[src/rtl/pll_phase_ctrl_if.sv]
// pll_phase_ctrl_if: phase-move command handshake (valid/ready with select, direction, step count).
interface pll_phase_ctrl_if #(parameter int STEP_W = 8);
  logic              valid;
  logic              ready;
  logic [1:0]        sel;
  logic              dir;
  logic [STEP_W-1:0] steps;
  modport master (output valid, sel, dir, steps, input ready);
  modport slave  (input valid, sel, dir, steps, output ready);
endinterface

[src/rtl/pll_phase_ctrl.sv]
// pll_phase_ctrl: sequences EHXPLLL dynamic phase steps, load pulse and relock wait.
// Define PLL_PHASE_TRACK_EN to add per-output signed phase accumulators (phase_pos/phase_pos_clr).
module pll_phase_ctrl #(
  parameter int SETUP_CYC    = 4,
  parameter int PULSE_CYC    = 4,
  parameter int HOLD_CYC     = 4,
  parameter int LOCK_TIMEOUT = 1024,
  parameter int STEP_W       = 8
) (
  input  logic                  clk,
  input  logic                  rst_n,
  pll_phase_ctrl_if.slave       cmd,
  input  logic                  locked,
  input  logic                  lock_lost_clr,
`ifdef PLL_PHASE_TRACK_EN
  input  logic                  phase_pos_clr,
  output logic [4*STEP_W-1:0]   phase_pos,
`endif
  output logic [1:0]            phasesel,
  output logic                  phasedir,
  output logic                  phasestep,
  output logic                  phaseloadreg,
  output logic                  done,
  output logic                  err,
  output logic                  lock_lost
);
  localparam int M1   = SETUP_CYC > PULSE_CYC ? SETUP_CYC : PULSE_CYC;
  localparam int M2   = M1 > HOLD_CYC ? M1 : HOLD_CYC;
  localparam int MAXC = M2 > LOCK_TIMEOUT ? M2 : LOCK_TIMEOUT;
  localparam int CW   = $clog2(MAXC + 1);
  typedef enum logic [2:0] {IDLE, SETUP, PULSE, HOLD, LOAD, WAITLOCK, DONE} state_t;
  state_t            state;
  logic [CW-1:0]     cnt;
  logic [STEP_W-1:0] rem;
  logic              locked_q;
  logic              fin;
  logic              enter_pulse;
  always_comb begin
    fin = state == SETUP ? cnt == CW'(SETUP_CYC - 1) :
          (state == PULSE || state == LOAD) ? cnt == CW'(PULSE_CYC - 1) :
          state == HOLD ? cnt == CW'(HOLD_CYC - 1) :
          state == WAITLOCK ? cnt == CW'(LOCK_TIMEOUT - 1) : 1'b0;
    enter_pulse = fin && (state == SETUP || (state == HOLD && rem > STEP_W'(1)));
  end
  always_ff @(posedge clk or negedge rst_n) begin
    if (!rst_n) begin
      state        <= IDLE;
      cnt          <= '0;
      rem          <= '0;
      locked_q     <= 1'b0;
      cmd.ready    <= 1'b1;
      phasesel     <= 2'd0;
      phasedir     <= 1'b1;
      phasestep    <= 1'b1;
      phaseloadreg <= 1'b1;
      done         <= 1'b0;
      err          <= 1'b0;
      lock_lost    <= 1'b0;
    end else begin
      locked_q  <= locked;
      lock_lost <= (state == IDLE && locked_q && !locked) ? 1'b1 : lock_lost_clr ? 1'b0 : lock_lost;
      cnt       <= (fin || state == IDLE || state == DONE || (state == WAITLOCK && locked)) ? '0 : cnt + 1'b1;
      case (state)
        IDLE: if (cmd.valid) begin
          cmd.ready <= 1'b0;
          phasesel  <= cmd.sel;
          phasedir  <= cmd.dir;
          rem       <= cmd.steps;
          done      <= cmd.steps == '0;
          state     <= cmd.steps == '0 ? DONE : SETUP;
        end
        SETUP: if (fin) begin
          state     <= PULSE;
          phasestep <= 1'b0;
        end
        PULSE: if (fin) begin
          state     <= HOLD;
          phasestep <= 1'b1;
        end
        HOLD: if (fin) begin
          rem          <= rem - 1'b1;
          state        <= rem > STEP_W'(1) ? PULSE : LOAD;
          phasestep    <= rem <= STEP_W'(1);
          phaseloadreg <= rem > STEP_W'(1);
        end
        LOAD: if (fin) begin
          state        <= WAITLOCK;
          phaseloadreg <= 1'b1;
        end
        WAITLOCK: if (locked || fin) begin
          state <= DONE;
          done  <= 1'b1;
          err   <= !locked;
        end
        DONE: begin
          state     <= IDLE;
          done      <= 1'b0;
          err       <= 1'b0;
          cmd.ready <= 1'b1;
        end
        default: state <= IDLE;
      endcase
    end
  end
`ifdef PLL_PHASE_TRACK_EN
  always_ff @(posedge clk or negedge rst_n) begin
    if (!rst_n)
      phase_pos <= '0;
    else if (phase_pos_clr)
      phase_pos <= '0;
    else if (enter_pulse)
      phase_pos[phasesel*STEP_W +: STEP_W] <= phase_pos[phasesel*STEP_W +: STEP_W] + (phasedir ? STEP_W'(1) : {STEP_W{1'b1}});
  end
`endif
endmodule
[src/flat_wrapper.sv]
// flat-port wrapper written by rule: the top's interface ports become plain ports
module pll_phase_ctrl_flat 
#(
  parameter int SETUP_CYC    = 4,
  parameter int PULSE_CYC    = 4,
  parameter int HOLD_CYC     = 4,
  parameter int LOCK_TIMEOUT = 1024,
  parameter int STEP_W       = 8
)
  (clk, rst_n, locked, lock_lost_clr, phasesel, phasedir, phasestep, phaseloadreg, done, err, lock_lost, cmd_valid, cmd_sel, cmd_dir, cmd_steps, cmd_ready);
  pll_phase_ctrl_if #(.STEP_W(STEP_W)) cmd_i ();
  input  logic clk;
  input  logic rst_n;
  input  logic locked;
  input  logic lock_lost_clr;
  output logic [1:0] phasesel;
  output logic phasedir;
  output logic phasestep;
  output logic phaseloadreg;
  output logic done;
  output logic err;
  output logic lock_lost;
  input wire logic [$bits(cmd_i.valid)-1:0] cmd_valid;
  input wire logic [$bits(cmd_i.sel)-1:0] cmd_sel;
  input wire logic [$bits(cmd_i.dir)-1:0] cmd_dir;
  input wire logic [$bits(cmd_i.steps)-1:0] cmd_steps;
  output wire logic [$bits(cmd_i.ready)-1:0] cmd_ready;
  assign cmd_i.valid = cmd_valid;
  assign cmd_i.sel = cmd_sel;
  assign cmd_i.dir = cmd_dir;
  assign cmd_i.steps = cmd_steps;
  assign cmd_ready = cmd_i.ready;
  pll_phase_ctrl #(.SETUP_CYC(SETUP_CYC), .PULSE_CYC(PULSE_CYC), .HOLD_CYC(HOLD_CYC), .LOCK_TIMEOUT(LOCK_TIMEOUT), .STEP_W(STEP_W)) u_core (.clk(clk), .rst_n(rst_n), .cmd(cmd_i), .locked(locked), .lock_lost_clr(lock_lost_clr), .phasesel(phasesel), .phasedir(phasedir), .phasestep(phasestep), .phaseloadreg(phaseloadreg), .done(done), .err(err), .lock_lost(lock_lost));
endmodule
[config.mk]
export PLATFORM = sky130hd
export DESIGN_NAME = pll_phase_ctrl_flat
export DESIGN_NICKNAME = d
export VERILOG_FILES = /design/src/rtl/pll_phase_ctrl_if.sv /design/src/rtl/pll_phase_ctrl.sv /design/src/flat_wrapper.sv
export SDC_FILE = /design/constraint.sdc
export NUM_CORES = 1
export LEC_CHECK = 0
export ABC_AREA = 1
export ABC_CLOCK_PERIOD_IN_PS = 1500
export CORE_ASPECT_RATIO = 0.75
export CORE_MARGIN = 3
export CORE_UTILIZATION = 52
export CTS_BUF_LIST = sky130_fd_sc_hd__clkbuf_4
export DETAILED_ROUTE_END_ITERATION = 16
export PLACE_DENSITY = 0.78
export SYNTH_ARGS = -nofsm -noshare
export SYNTH_HDL_FRONTEND = slang
export SYNTH_SLANG_ARGS = --single-unit
export TNS_END_PERCENT = 100
[constraint.sdc]
create_clock -name clk -period 1.5 [get_ports clk]
set_input_delay 0.225 -clock clk [delete_from_list [all_inputs] [get_ports clk]]
set_output_delay 0.225 -clock clk [all_outputs]
set_load 0.01 [all_outputs]
### Word-level counts from Yosys, hierarchy flattened

Index checks and enable logic that the tools add are counted.

| word-level totals | value |
|---|---|
| word-level logic and storage cells | 88 |
| output and inout port bits | 9 |
| register bits after elaboration | 32 |

| operators by class | value |
|---|---|
| eq/ne operators | 14 |
| reduce and logical (&&, ||, !) cells | 26 |
| add/sub/neg operators | 2 |
| order comparisons | 2 |
| muxes and demuxes | 32 |

Operator list:

| operator | count |
|---|---|
| 3-bit two-way mux | 8 |
| 3-bit case mux with 6 select lines | 1 |
| 8-bit two-way mux | 2 |
| 8-bit case mux with 2 select lines | 1 |
| 1-bit two-way mux | 14 |
| 11-bit by 1-bit adder with 11-bit output, second input constant | 1 |
| 11-bit by 10-bit == test with 1-bit output, second input constant | 1 |
| 11-bit by 2-bit == test with 1-bit output, second input constant | 1 |
| 11-bit two-way mux | 1 |
| 2-bit nonzero test | 5 |
| 3-bit == test, second input constant | 3 |
| 3-bit AND reduction | 3 |
| 8-bit by 1-bit > comparator with 1-bit output, second input constant | 1 |
| 8-bit by 1-bit less-or-equal comparator with 1-bit output, second input constant | 1 |
| 8-bit logical NOT | 1 |
| 2-bit by 1-bit != test with 1-bit output, second input constant | 4 |
| 8-bit by 1-bit subtractor with 8-bit output, second input constant | 1 |
| 3-bit by 2-bit == test with 1-bit output, second input constant | 2 |
| 1-bit case mux with 2 select lines | 3 |
| 1-bit case mux with 3 select lines | 2 |
| 2-bit AND reduction | 3 |
| 6-bit AND reduction | 1 |
| 3-bit nonzero test | 2 |
| 1-bit logical OR | 5 |
| other kinds (6) | 9 |

### Logic depth before layout (Yosys ltp)

| logic depth | value |
|---|---|
| word-level depth | 9 |
| mapped depth | 11 |
| mapped depth without buffers | 10 |

### Worst setup path before layout

OpenSTA, ideal clock, no wires.

| path | value |
|---|---|
| path type | register to register |
| start point | reg u_core.cnt[0] |
| end point | reg u_core.rem[5] |
| cell stages (with the launch flop) | 12 |
| path slack | -0.035 ns |
| data required time | 1.376 ns |
| setup time | 0.124 ns |
| arrival time | 1.411 ns |
| period minus slack after synthesis | 1.535 ns |
| path buffers | 1 |
| cells stage by stage | dfrtp_1 ha_1 inv_2 nor2_1 nand3_1 nor2_1 nand2_4 nand3_4 nand2_4 buf_12 nand2_2 o21ai_2 |

| between the ends | value |
|---|---|
| cells in the longest elaborated chain, start to end | 7 |
| elaborated cells on any way between the ends | 8 |
| classes of those cells | eq/ne (3); mux (4); reduce/logical (1) |

Ends and longest elaborated chain:

| item | line | text |
|---|---|---|
| start: declaration | pll_phase_ctrl.sv:33 | `logic [CW-1:0] cnt;` |
| start signal: assignment | pll_phase_ctrl.sv:62 | `cnt <= (fin \|\| state == IDLE \|\| state == DONE \|\| (state == WAITLOCK && locked)) ? '0 : cnt + 1'b1;` |
| 11-bit by 10-bit == test with 1-bit output | pll_phase_ctrl.sv:42 | `state == WAITLOCK ? cnt == CW'(LOCK_TIMEOUT - 1) : 1'b0;` |
| 1-bit two-way mux | pll_phase_ctrl.sv:42 |  |
| 1-bit two-way mux | pll_phase_ctrl.sv:41 | `state == HOLD ? cnt == CW'(HOLD_CYC - 1) :` |
| 1-bit two-way mux | pll_phase_ctrl.sv:40 | `(state == PULSE \|\| state == LOAD) ? cnt == CW'(PULSE_CYC - 1) :` |
| 1-bit two-way mux * | pll_phase_ctrl.sv:39 | `fin = state == SETUP ? cnt == CW'(SETUP_CYC - 1) :` |
| 2-bit by 1-bit != test with 1-bit output (no line) * | - |  |
| 3-bit AND reduction (no line) * | - |  |
| end signal: assignment | pll_phase_ctrl.sv:68 | `rem <= cmd.steps;` |
| end signal: assignment | pll_phase_ctrl.sv:81 | `rem <= rem - 1'b1;` |
| end: declaration | pll_phase_ctrl.sv:34 | `logic [STEP_W-1:0] rem;` |

Mark *: on every way between the ends. The rest lies on a longest branch, timed or not.
A chain may end at the register's enable or synchronous reset.

### Worst setup path after layout

| path | value |
|---|---|
| start point | reg u_core.cnt[6] |
| end point | reg u_core.rem[2] |

Same word-level chain as after synthesis.

==> qor.yml <==
logic_synthesis:
  synth_top_area_share: 0.345
  netlist_area_um2: 2030
  synthTopCellsByArea: "dfrtp_1 35%, nand2_1 14%, nor2_1 7.0%"
  synth_area_per_cell_um2: 7.33
  synth_nets: 296
  yosysWarnings: 0
  ys_ff_latch: 32
  yosysTopAreaCell: "dfrtp_1"
  yosysUniqueCellTypes: 31
  syn_inst: 277
  ys_seq_area_frac: 0.397
timing:
  setup_slack_ns: -0.0413
  rsz0062_at_grt: "yes"
  worst_pin_slew_ns: 0.255
  setup_viol: 8
  hold_viol_final: 0
  skew_ns: 0.00307
  maxSlewHeadroom: 0.829
  period_share: 1.03
  final-max-slew-violation-count: 0
  timing.fmax_mhz: 649
  hold_slack_ns: 0.247
  period_needed_ns: 1.54
setup_path:
  r2r-end: "u_core.rem[2]"
  crit_required_ns: 1.78
  path_max_fanout: 4
  startpoint_type: "flop"
  worstSetupPathType: "reg -> reg"
  regToRegStartpoint: "u_core.cnt[6]"
  endpoint_kind: "flop"
  reg2regPathDepth: 8
  r2r_slack_ns: -0.04
  cp_data_arrival_time_ns: 1.82
final_layout:
  fin_util: 0.790
  seq_area_um2: 810
  antenna_cells: 0
  nFillCells: 251
  most-common-layout-cells: "70 x nand2_1, 33 x nor2_1, 31 x buf_4"
  final_common_cell: "nand2_1"
  area_delta_synth_final_pct: 36.7
  final_nets: 359
  multi_input_area_um2: 1200
  drive_above_1_share: 0.293
floorplanning:
  die_w_um: 78.1
  placementRows: 18
  top_level_ports: 25
  design.die.area_um2: 4700
  die_h_um: 60.1
  initial_core_util: 0.578
  coreArea_um2: 3510
drt:
  vias: 2018
  antenna_left: 0
  viasPerCell: 5.16
  drt-wirelength-per-cell_um: 13.0
  drt_first_pass_iters: 4
  routed_wl_mm: 5.08
  drcViolationCount: 0
  initialDrtViolationCount: 127
outcome:
  violations: "setup timing"
  status: "complete, but fails checks"
cts:
  cts_root_buf: "clkbuf_4"
  path_clk_slew_ns: 0.10
  cts_tree: "yes"
  clk_latency_ns: 0.34
  cts_hold_buf: 0
  cts_max_level: 2
  clkSinkCount: 32
  cts-buffers-inserted: 5
  clock_path_buffers: 2
power:
  cellPowerDensity_nw_per_um2: 1960
  cellLeakagePower_nw: 1.42
  ir_drop_mv: 1.35
placed_design:
  routabilityCongestion: 0.891
  io_buffers: 24
  dpl.hpwl_mm: 3.70
global_route:
  grt_pass1_vias: 1785
  track_usage: 0.233
  grt_start_max_net_pins: 33
  antenna_found_initial: 0
  grt_pass1_wl_mm: 8.37
  grt_overflow: 0
worst_hold_path:
  min_path_type: "in -> async"
job:
  maxCapViolCount: 0
==> timing repair <==
| action | CTS | global route |
|---|---|---|
| setup buffers | 1 | 5 |
| gates resized for setup | 10 | 29 |
| endpoints found under the setup margin | 25 | 28 |
| pin swaps | 7 | 9 |
| gates cloned | 2 | 0 |
==> cells in the mapped netlist <==
cell type	instances
a21boi_0	2
a21oi_1	8
buf_12	1
buf_2	1
buf_4	1
dfrtp_1	28
dfstp_2	4
ha_1	3
inv_1	30
inv_2	6
nand2_1	74
nand2_2	9
nand2_4	4
nand3_1	26
nand3_2	2
nand3_4	1
nand3b_1	2
nand4_1	7
nand4_2	1
nor2_1	38
nor2_2	1
nor2_4	2
nor3_1	2
nor3_2	2
o21a_1	1
o21ai_0	8
o21ai_1	4
o21ai_2	4
or2_2	1
xnor2_1	2
xor2_1	2
==> cells by family after synthesis <==
group | synth area share
and+or+nand+nor | 0.407
buffers and inverters | 0.0826
DFF | 0.397
AOI/OAI and AO/OA | 0.0777
xor gates and xnor gates | 0.0173
adders and majority gates | 0.0185
==> sequential cells by signal (all words and copies together) (netlist names) <==
name	cells
u_core.cmd.ready	1
u_core.cnt	11
u_core.done	1
u_core.err	1
u_core.lock_lost	1
u_core.locked_q	1
u_core.phasedir	1
u_core.phaseloadreg	1
u_core.phasesel	2
u_core.phasestep	1
u_core.rem	8
u_core.state	3
==> cell type report <==
cell class,instances,area share
clock buffer,7,0.0189
clock inverter,1,0.00135
inverter,36,0.0505
multi-input combinational,208,0.432
sequential,32,0.292
tap,50,0.0226
timing repair buffer,57,0.183
==> metrics by stage <==
| step | setup slack [ns] | TNS (ns) | area (um2) | cells | total power (W) |
|---|---|---|---|---|---|
| final | -0.0413 | -0.170 | 2770 | 391 | 0.00545 |
| after global routing | -0.143 | -1.12 | 2770 | 391 | 0.00592 |
| after CTS | -0.0213 | -0.154 | 2620 | 386 | 0.00513 |
| after detailed placement | -0.0478 | -0.411 | 2520 | 375 | 0.00447 |
| after global placement | -0.0160 | -0.0352 | 2520 | 375 | 0.00440 |
| after floorplan | 0.00858 | 0 | 2040 | 277 | 0.00355 |
==> worst max-delay path: stages (launching register included) <==
cell     delay [ns]
dfrtp_1        0.43
nor2_1         0.23
nand3_2        0.14
nor2_4         0.12
nand2_4        0.09
nand3_4        0.18
buf_6          0.14
nand3_1        0.07
nand2_1        0.08
==> per-layer routing <==
metal	up-vias	wire length (um)	track usage	share of wire
met2	50	2180	0.323	0.43
met1	945	2570	0.351	0.51
met4	0	91	0.0873	0.018
li1	1014	-	-	-
met3	9	244	0.0542	0.048
met5	-	0	0	0
==> worst max-delay path by stage <==
stage                       start            end  slack, ns  cells after the start
floorplan           u_core.cnt[0]  u_core.rem[5]      0.009                     11
global placement    u_core.cnt[1]  u_core.rem[3]      -0.02                     10
detailed placement  u_core.cnt[0]  u_core.cnt[2]      -0.05                     10
CTS                 u_core.cnt[1]  u_core.rem[7]      -0.02                     10
global route        u_core.cnt[0]  u_core.rem[2]      -0.14                     10
finish              u_core.cnt[6]  u_core.rem[2]      -0.04                      8
==> power breakdown <==
group | internal [W] | switching, W
Clock | 0.000216 | 0.000289
Sequential | 0.00120 | 0.000273
Combinational | 0.00143 | 0.00204
Note: power is estimated with default switching activity, not from simulation.
==> edit, RTL diff (config.mk and constraints unchanged) <==
`HOLD_CYC` is set to 4 in 2 places; all go to 8.
--- a/src/rtl/pll_phase_ctrl.sv
+++ b/src/rtl/pll_phase_ctrl.sv
@@ -3,7 +3,7 @@
 module pll_phase_ctrl #(
   parameter int SETUP_CYC    = 4,
   parameter int PULSE_CYC    = 4,
-  parameter int HOLD_CYC     = 4,
+  parameter int HOLD_CYC     = 8,
   parameter int LOCK_TIMEOUT = 1024,
   parameter int STEP_W       = 8
 ) (
--- a/src/flat_wrapper.sv
+++ b/src/flat_wrapper.sv
@@ -3,7 +3,7 @@
 #(
   parameter int SETUP_CYC    = 4,
   parameter int PULSE_CYC    = 4,
-  parameter int HOLD_CYC     = 4,
+  parameter int HOLD_CYC     = 8,
   parameter int LOCK_TIMEOUT = 1024,
   parameter int STEP_W       = 8
 )
Behaviour: same outputs for any inputs over 10 cycles, from zero or initial values and one cycle with rst_n low; that may be too few to reach the edited logic, so the function may still have changed.
==> edit against the unedited design <==
  * Largest power group unchanged
  * Combinational power fell by 17%
  * Synthesized area fell by 8.9%
  * Sequential cell count unchanged
  * The flow still finishes with violations (negative setup slack)
  * Wire length fell by 1.8%
  * First-iteration DRC count down 24%
  * Worst setup slack lost 0.019 ns
  * Largest cell class unchanged
  * Power is 11% lower
  * Cell area decreased by 3.3%
==> edit: results (changes against the unedited design) <==
Outcome -> complete, but fails checks
Failing checks -> negative setup slack
Sequential fraction of the synthesis area -> 0.4357 (+0.03868)
Crit-path slowest cell -> dfrtp_2
Placer congestion estimate -> 0.9112 (+2.2%)
Pwr Total -> 4.827 mW (-11%)
Total combinational power -> 2.87 mW (-17%)
Commonest cells in the netlist -> 73 x nand2_1, 39 x nor2_1, 28 x dfrtp_1
Adder-Cell Fraction of Synth Area -> 0.02030 (+0.001802)
XOR/XNOR Fraction of Synth Area -> 0.03789 (+0.02063)
Tot GR Track Use -> 0.2227 (-0.01069)
Signal buffers -> 60 (+5.3%)
Number of global-route vias before repair -> 1671 (-6.4%)
Synth unique cells -> 29 (-6.5%)
Share of post-route cells with drive strength above 1 -> 0.3333 (+0.04008)
Setup TNS -> -0.3019 ns (-0.1323 ns)
Reg2reg start -> u_core.cnt[2]$_DFF_PN0_
Setup ws final -> -0.06045 ns (-0.01913 ns)
CP endpoint -> u_core.cnt[9]$_DFF_PN0_
Switching share of power -> 0.4440 (-0.03356)
Core area -> 3356 µm² (-4.5%)
Multi-input gate share of total cell area -> 0.4104 (-0.02167)
Setup slack at placement -> -0.04729 ns (+0.0004920 ns)
FILL cells -> 226 (-10%)
Final Non-Filler Cells -> 361 (-7.7%)
Seq cells -> 32 (unchanged)
Top cells by area, synth -> dfrtp_1 38%, nand2_1 15%, nor2_1 7.9%
Nonclk inv count -> 32 (-11%)
VDD IR-drop max -> 1265 µV (-6.0%)
Syn_nets -> 272 (-8.1%)
Via count -> 1941 (-3.8%)
Comb_multi_in -> 189 (-9.1%)
Synth Area per Inst -> 7.309 µm² (-0.23%)
Slowest cell delay on critical path -> 0.45 ns (+0.02 ns)
Final setup violation count -> 13 (+5)
Complex-gate fraction of the synthesized area -> 0.09743 (+0.01975)
Placed instance area -> 2352 µm² (-6.8%)
==> edit: cells by family after synthesis <==
group | Yosys count
AOI/OAI and AO/OA | 32
xor gates and xnor gates | 8
adders and majority gates | 3
buffers and inverters | 33
DFF | 32
and+or+nand+nor | 145
==> edit: timing repair <==
action,4_1_cts,5_1_grt
pin swaps,2,14
endpoints found under the setup margin,23,32
gates cloned,0,2
resized for setup,10,57
buffers inserted,1,7
==> edit: worst min-delay path by stage <==
| stage | slack (ns) | depth (start not counted) | startpoint | endpoint |
|---|---|---|---|---|
| after floorplan | -0.07 | 0 | rst_n | u_core.cnt[0]$_DFF_PN0_ |
| after global placement | 0.45 | 2 | u_core.phasedir$_DFFE_PN1P_ | u_core.phasedir$_DFFE_PN1P_ |
| after detailed placement | 0.45 | 2 | u_core.cmd.ready$_DFFE_PN1P_ | u_core.cmd.ready$_DFFE_PN1P_ |
| after CTS | 0.24 | 2 | rst_n | u_core.rem[0]$_DFFE_PN0P_ |
| after global routing | 0.24 | 2 | rst_n | u_core.rem[0]$_DFFE_PN0P_ |
| final | 0.24 | 2 | rst_n | u_core.rem[0]$_DFFE_PN0P_ |
==> edit: metal layers <==
| layer | track usage | part of all wire | up-vias | wire length (µm) |
|---|---|---|---|---|
| met4 | 0.07107 | 0.019 | 0 | 93 |
| met2 | 0.3313 | 0.46 | 78 | 2293 |
| met3 | 0.06586 | 0.062 | 15 | 310 |
| li1 | - | - | 937 | - |
| met5 | 0 | 0 | - | 0 |
| met1 | 0.3138 | 0.46 | 911 | 2296 |
==> edit: worst reg2reg max path, cell delays in order, from the launching register on <==
cell and delay (ns):
dfrtp_2 0.45, buf_4 0.15, nand3_1 0.12, nor2_1 0.17
nand2_1 0.09, nor2_1 0.19, nand2_1 0.09, xor2_1 0.14
nor2_1 0.06
